[src/rtl/ps2_host_tx.sv]
// Host-to-device PS/2 transmitter: request-to-send, 11-bit frame clocked by the
// device, acknowledge check, watchdog. Lines are driven through active-low enables.
module ps2_host_tx #(
  parameter int INHIBIT_CYCLES = 5000,
  parameter int TIMEOUT_CYCLES = 750000,
  parameter int FILTER_LEN     = 8
) (
  input  logic       clk,
  input  logic       reset,
  input  logic       wr_ps2,
  input  logic [7:0] din,
  input  logic       ps2c_in,
  input  logic       ps2d_in,
  output logic       ps2c_drive_low,
  output logic       ps2d_drive_low,
  output logic       busy,
  output logic       done_tick,
  output logic       ack_err
);

  localparam int CNT_MAX = (TIMEOUT_CYCLES > INHIBIT_CYCLES) ? TIMEOUT_CYCLES : INHIBIT_CYCLES;
  localparam int CW      = $clog2(CNT_MAX + 1);
  localparam logic [CW-1:0] RTS_LAST  = CW'(INHIBIT_CYCLES - 2);
  localparam logic [CW-1:0] WDOG_LAST = CW'(TIMEOUT_CYCLES - 1);

  typedef enum logic [2:0] {
    S_IDLE, S_RTS, S_REQ, S_SEND, S_ACK, S_WAIT
  } state_t;

  state_t                state_reg, state_next;
  logic [FILTER_LEN-1:0] filt_reg, filt_next;
  logic                  fc_reg, fc_next, fall_edge;
  logic [CW-1:0]         cnt_reg, cnt_next;
  logic [3:0]            n_reg, n_next;
  logic [9:0]            frame_reg, frame_next;
  logic                  c_low_next, d_low_next, busy_next, done_next, err_next;
  logic                  wdog_hit, wdog_active;

  // Filtered clock only moves on a unanimous window, so short glitches hold it.
  assign filt_next = {ps2c_in, filt_reg[FILTER_LEN-1:1]};
  assign fc_next   = (&filt_next) ? 1'b1 : ((|filt_next) ? fc_reg : 1'b0);
  assign fall_edge = fc_reg & ~fc_next;

  assign wdog_active = (state_reg == S_SEND) || (state_reg == S_ACK) || (state_reg == S_WAIT);
  assign wdog_hit    = wdog_active && (cnt_reg == WDOG_LAST);

  always_ff @(posedge clk or posedge reset) begin
    if (reset) begin
      state_reg      <= S_IDLE;
      filt_reg       <= '1;
      fc_reg         <= 1'b1;
      cnt_reg        <= '0;
      n_reg          <= '0;
      frame_reg      <= '0;
      ps2c_drive_low <= 1'b0;
      ps2d_drive_low <= 1'b0;
      busy           <= 1'b0;
      done_tick      <= 1'b0;
      ack_err        <= 1'b0;
    end else begin
      state_reg      <= state_next;
      filt_reg       <= filt_next;
      fc_reg         <= fc_next;
      cnt_reg        <= cnt_next;
      n_reg          <= n_next;
      frame_reg      <= frame_next;
      ps2c_drive_low <= c_low_next;
      ps2d_drive_low <= d_low_next;
      busy           <= busy_next;
      done_tick      <= done_next;
      ack_err        <= err_next;
    end
  end

  // Handshake: wr_ps2 is a one-cycle request taken only while busy is low; busy
  // acts as not-ready and stays high from the accepting edge until IDLE again.
  always_comb begin
    state_next = state_reg;
    cnt_next   = cnt_reg;
    n_next     = n_reg;
    frame_next = frame_reg;
    c_low_next = ps2c_drive_low;
    d_low_next = ps2d_drive_low;
    busy_next  = busy;
    done_next  = 1'b0;
    err_next   = 1'b0;

    case (state_reg)
      S_IDLE: begin
        c_low_next = 1'b0;
        d_low_next = 1'b0;
        if (wr_ps2) begin
          frame_next = {1'b1, ~^din, din};
          busy_next  = 1'b1;
          cnt_next   = '0;
          c_low_next = 1'b1;
          state_next = S_RTS;
        end
      end
      S_RTS: begin
        if (cnt_reg == RTS_LAST) begin
          d_low_next = 1'b1;
          state_next = S_REQ;
        end else begin
          cnt_next = cnt_reg + 1'b1;
        end
      end
      S_REQ: begin
        // Release the clock; data stays low as the start bit.
        c_low_next = 1'b0;
        d_low_next = 1'b1;
        cnt_next   = '0;
        n_next     = '0;
        state_next = S_SEND;
      end
      S_SEND: begin
        cnt_next = cnt_reg + 1'b1;
        if (fall_edge) begin
          d_low_next = ~frame_reg[n_reg];
          n_next     = n_reg + 1'b1;
          if (n_reg == 4'd9) state_next = S_ACK;
        end
      end
      S_ACK: begin
        cnt_next = cnt_reg + 1'b1;
        if (fall_edge) begin
          done_next  = ~ps2d_in;
          err_next   = ps2d_in;
          state_next = S_WAIT;
        end
      end
      S_WAIT: begin
        cnt_next = cnt_reg + 1'b1;
        if (fc_reg && ps2d_in) begin
          busy_next  = 1'b0;
          state_next = S_IDLE;
        end
      end
      default: begin
        state_next = S_IDLE;
        busy_next  = 1'b0;
      end
    endcase

    // Watchdog overrides whatever the frame logic decided this cycle.
    if (wdog_hit) begin
      state_next = S_IDLE;
      cnt_next   = '0;
      c_low_next = 1'b0;
      d_low_next = 1'b0;
      busy_next  = 1'b0;
      done_next  = 1'b0;
      err_next   = 1'b1;
    end
  end

endmodule

[config.mk]
export PLATFORM = sky130hd
export DESIGN_NAME = ps2_host_tx
export DESIGN_NICKNAME = d
export VERILOG_FILES = /design/src/rtl/ps2_host_tx.sv
export SDC_FILE = /design/constraint.sdc
export NUM_CORES = 1
export LEC_CHECK = 0
export ABC_AREA = 1
export CAP_MARGIN = 20
export CORE_MARGIN = 2
export CORE_UTILIZATION = 45
export DETAILED_ROUTE_END_ITERATION = 16
export DONT_BUFFER_PORTS = 1
export MAX_ROUTING_LAYER = met4
export RECOVER_POWER = 25
export SYNTH_ARGS = -nofsm -noshare
export SYNTH_HDL_FRONTEND = slang
export SYNTH_SLANG_ARGS = --single-unit
export TNS_END_PERCENT = 5
[constraint.sdc]
create_clock -name clk -period 4.5 [get_ports clk]
set_input_delay 0.225 -clock clk [delete_from_list [all_inputs] [get_ports clk]]
set_output_delay 0.225 -clock clk [all_outputs]
set_load 0.02 [all_outputs]
* After elaboration in Yosys (flattened, before gate mapping)
Index checks and enable logic that the tools add are counted.
** Storage, ports and cells
- Register bits :: 51
- Latch bits :: 0
- Bits in read-only memories :: 0
- Input port bits :: 13
- RAM bits :: 0
- Memories kept :: 0
- Word-level logic and storage cells :: 90
** Operators by class
- Shift-type cells :: 0
- Magnitude comparators :: 1
- Bitwise logic cells :: 4
- Mux-type cells :: 35
- Div/mod/pow operators :: 0
- Multipliers :: 0
- Add/subtract/negate cells :: 2
- Reduce and logical (&&, ||, !) cells :: 20
- Eq/ne operators :: 17
** Operators with widths (number)
- $pmux 20 s4 :: 1
- $mux 20 :: 3
- $mux 3 :: 7
- $add 20x1->20 const B :: 1
- $eq 20x13->1 const B :: 1
- $eq 20x20->1 const B :: 1
- $pmux 3 s6 :: 1
- $mux 1 :: 17
- $ne 3x3->1 const B :: 5
- $reduce_bool 5->1 :: 2
- $reduce_and 3->1 :: 3
- $pmux 4 s2 :: 1
- $reduce_and 8->1 :: 1
- $reduce_or 8->1 :: 1
- $reduce_xnor 8->1 :: 1
- $eq 3x2->1 const B :: 2
- $eq 3x3->1 const B :: 2
- $ne 3x2->1 const B :: 2
- $reduce_and 6->1 :: 1
- $lt 4x5->1 const B :: 1
- $add 4x1->4 const B :: 1
- $bmux 1 s4 :: 1
- $eq 4x4->1 const B :: 1
- $mux 4 :: 1
- other kinds (16) :: 21

* Logic depth before layout (Yosys ltp)
- Depth after elaboration :: 8
- Mapped depth :: 12

* Worst setup path after synthesis
Ideal clock, no wire load.
- Kind :: register -> register
- Start :: register cnt_reg[0]
- End :: register state_reg[1]
- Cell stages (with the launch flop) :: 11
- Clock period less this slack :: 1.651 ns
- Arrival :: 1.534 ns
- Setup slack :: 2.849 ns
- Library setup time :: 0.117 ns
- Data required time :: 4.383 ns
- Path through :: dfrtp_1 > ha_1 > nand3_1 > inv_2 > nand3_2 > nand3_1 > nand2_1 > nor2_2 > nand2_1 > nand2_1 > nand2_1
** Between the ends
- Longest elaborated chain between the ends :: 4
** Ends and longest elaborated chain
- start, declared :: line 33 : logic [CW-1:0] cnt_reg, cnt_next;
- start signal, assigned :: line 64 : cnt_reg <= cnt_next;
- $eq 20x20->1 :: line 45 : assign wdog_hit = wdog_active && (cnt_reg == WDOG_LAST);
- $logic_and 1x1->1 :: line 45
- $ne 3x2->1 (no source line) / $ne 3x3->1 (equally long branches)
- $reduce_and 6->1 (no source line)
- end signal, assigned :: line 61 : state_reg <= state_next;
- end, declared :: line 30 : state_t state_reg, state_next;
Parallel ways exist; a longest one is shown, timed or not.
A chain may end at the register's enable or synchronous reset.

* Final worst setup path
- Start :: register cnt_reg[0]
- End :: register cnt_reg[19]
** Between the ends
- Longest elaborated chain between the ends :: 4
** Ends and longest elaborated chain
- $add 20x1->20 / $eq 20x20->1 (equally long branches)
- $mux 20 / $logic_and 1x1->1 (equally long branches) :: line 101, 45
- $pmux 20 s4, or another cell as far along :: line 88 : case (state_reg)
- $mux 20 / $reduce_and 3->1 (equally long branches)
Parallel ways exist; a longest one is shown, timed or not. The select of a mux whose other input is x is not followed.

==> flow_summary.ini <==
[floorplan]
row_count = 29
die_width_um = 85.7
coreArea_sq_um = 6390
dieArea_sq_um = 7340
ios = 18
die_h_um = 85.7
initial_core_util_pct = 47.0

[setup_path]
cp_common_cell = nand4_1
crit_family = simple AND/OR/NAND/NOR gates
crit_chain = ha_1 -> nand3_1 -> nor3_1 -> nand4_1 -> nand4_1 -> o21ai_0
critPathMaxFanout = 13
cpPeakStageDelay_ns = 0.50
required_ns = 4.68
startpoint_type = flip-flop
crit_buf_inv = 0
critPathKind = flip-flop to flip-flop
slowest_stage = nand4_1
end_kind = flip-flop
critPathArrivalTime_ns = 2.32

[sta]
setup_viol = 0
min_period_ns = 2.13
finalClockSkew_ns = 0.0148
fmax_ghz = 0.469
fin_setup_tns_ns = 0
min_period_over_period_pct = 47.4
slew_headroom_pct = 32.8
timing.final.hold_violations = 0
rsz0062_at_grt = false
final_max_slew_viol_count = 0
tightest_slew_ns = 1.01

[grt]
grt_first_pass_wirelength_um = 11900
met1_usage_pct = 27.6
top_usage_layer = met2
grtUsageMet2_pct = 33.2
overflow = 0
antenna_found_initial = 0
grt_max_degree = 51
grtUsageMet3_pct = 3.85
gr-usage-all-layers_pct = 21.0
grt_pass1_vias = 2480

[route]
dr.pass1.iters = 4
drt_iter0_markers = 194
vias_per_cell = 5.35
drtAntennaViolNets = 0
dr_total_vias = 2600
wl_um = 7070
drc = 0
post_drt_wl_per_cell_um = 14.5

[power_and_ir_drop]
peakVddDrop_mv = 0.304
p_per_area_nw_per_um2 = 432
p_total_uw = 1390
power.leakage_uw = 0.00144

[clock_network]
clk_pin_slew_ns = 0.10
clockBufferDepth = 2
cts_htree_levels = 2
cts_made_buffers = 5
clock-sinks = 50
clock-root-buffer = clkbuf_8
clkLatencyLatePin_ns = 0.31
tritoncts = built
post_cts_buffers = 0

[job]
maxCapViolCount = 0

[synth]
synth_top_area_share_pct = 35.0
synth.area.top_cells = dfrtp_1 (35%), nand2_1 (12%), dfstp_2 (7.0%), inv_1 (6.3%), nor2_1 (6.1%)
yosysWarningCount = 0
synth_edf_count = 0
synth_nets = 421
async_flop_share_pct = 100
synth-seq-cells = 50
yosysSeqAreaShare_pct = 42.0
synth.distinct_cells = 33
synth_area_sq_um = 3000
syn_inst = 404
synth_flop_cell = dfrtp_1
synth_top_area_cell = dfrtp_1
synth.avg_cell_area_sq_um = 7.43

[cells_and_area]
drive_gt1_share_pct = 9.29
fin_util_pct = 50.5
area_growth_syn_to_layout_pct = 7.34
largest_reg_flops = 20
fillCellCount = 632
diodes = 0
nets = 425

[place]
place_congestion = 1.01
dpl.hpwl_um = 5290
io_buffers = 0

[run_status]
status = finished clean

[hold_path]
hp-class = input pin to flip-flop
==> cells in the mapped netlist (2+ instances only) <==
library cell	number
nand2_1	97
inv_1	50
nor2_1	49
dfrtp_1	42
nand3_1	35
o21ai_0	24
nand4_1	19
nor3_1	13
a21oi_1	8
dfstp_2	8
o21ai_2	8
xnor2_1	6
xor2_1	6
inv_2	5
buf_2	4
ha_1	4
mux2_2	4
nor2_2	3
nand2_2	2
nand3_2	2
o211ai_1	2
o22ai_1	2
==> area by class of cell <==
type / count / area, sq um / area share (%)
Multi-Input combinational cell: 292 / 1490 / 46.3
Sequential cell: 50 / 1260 / 39.1
Inverter: 55 / 206 / 6.41
Tap cell: 77 / 96.3 / 2.99
Clock buffer: 7 / 86.3 / 2.68
Timing Repair Buffer: 4 / 50.0 / 1.55
Clock inverter: 1 / 30.0 / 0.932
==> per-stage QoR <==
stage / worst slack [ns] / area [sq um] / std cells / hold slack, ns
floorplan: 2.85 / 3000 / 404 / 0.229
global placement: 2.44 / 3060 / 474 / 0.230
detailed placement: 2.32 / 3060 / 474 / 0.230
CTS: 2.32 / 3190 / 484 / 0.0575
global route: 2.20 / 3220 / 486 / 0.0495
finish: 2.37 / 3220 / 486 / 0.0725
==> timing repair <==
action                                 4_1_cts  5_1_grt
setup endpoints to repair                    0        0
hold buffers                                 2        1
endpoints found under the hold margin        2       23
gates resized for setup                      0        0
==> logic make-up (layout without fill, tap and decap cells) <==
group | count (synthesis) | count (layout) | share of synthesized area, %
DFF | 50 | 50 | 42.0
and+or+nand+nor | 224 | 224 | 33.0
muxes | 4 | 4 | 1.50
AOI/OAI and AO/OA | 48 | 48 | 10.0
buffers and inverters | 62 | 67 | 8.30
adders and majority gates | 4 | 4 | 1.67
xor gates and xnor gates | 12 | 12 | 3.50
==> power by group <==
| part | leakage (uW) | switching, uW | internal [uW] | total [uW] |
|---|---|---|---|---|
| sequential | 0.000629 | 79.9 | 531 | 611 |
| clock | 0.0000585 | 149 | 181 | 330 |
| combinational | 0.000754 | 308 | 143 | 451 |
| total | 0.00144 | 536 | 856 | 1390 |
==> layout by cell type, fill, tap and decap left out, types with 2 or more instances in the layout <==
cell type / count
a21oi_1: 8
clkbuf_8: 6
dfrtp_1: 42
dfstp_1: 6
dfstp_2: 2
dlygate4sd3_1: 3
ha_1: 4
inv_1: 50
inv_2: 5
mux2_2: 4
nand2_1: 97
nand2_2: 2
nand3_1: 35
nand3_2: 2
nand4_1: 19
nor2_1: 49
nor2_2: 3
nor3_1: 13
o211ai_1: 2
o21ai_0: 24
o21ai_2: 8
o22ai_1: 2
xnor2_1: 6
xor2_1: 6
==> per-layer routing <==
layer  vias up  part of all wire (%)
met4         0                  0.92
met5         -                     0
met3         6                   5.3
met2        58                    47
met1      1214                    47
li1       1322                     -
==> path summary, 6_finish.rpt <==
kind | start | end | slack, ns | depth (start not counted)
setup / recovery | cnt_reg[0]$_DFFE_PP0P_ | cnt_reg[19]$_DFFE_PP0P_ | 2.37 | 6
hold / removal | din[0] | frame_reg[0]$_DFFE_PP0P_ | 0.07 | 1
setup reg to reg | cnt_reg[0]$_DFFE_PP0P_ | cnt_reg[19]$_DFFE_PP0P_ | 2.37 | 6
hold reg to reg | filt_reg[2]$_DFF_PP1_ | filt_reg[1]$_DFF_PP1_ | 0.39 | 0
max in group asynchronous | reset | filt_reg[1]$_DFF_PP1_ | 3.16 | 3
min in group asynchronous | reset | cnt_reg[4]$_DFFE_PP0P_ | 0.59 | 2
(Power assumes the default switching activity.)
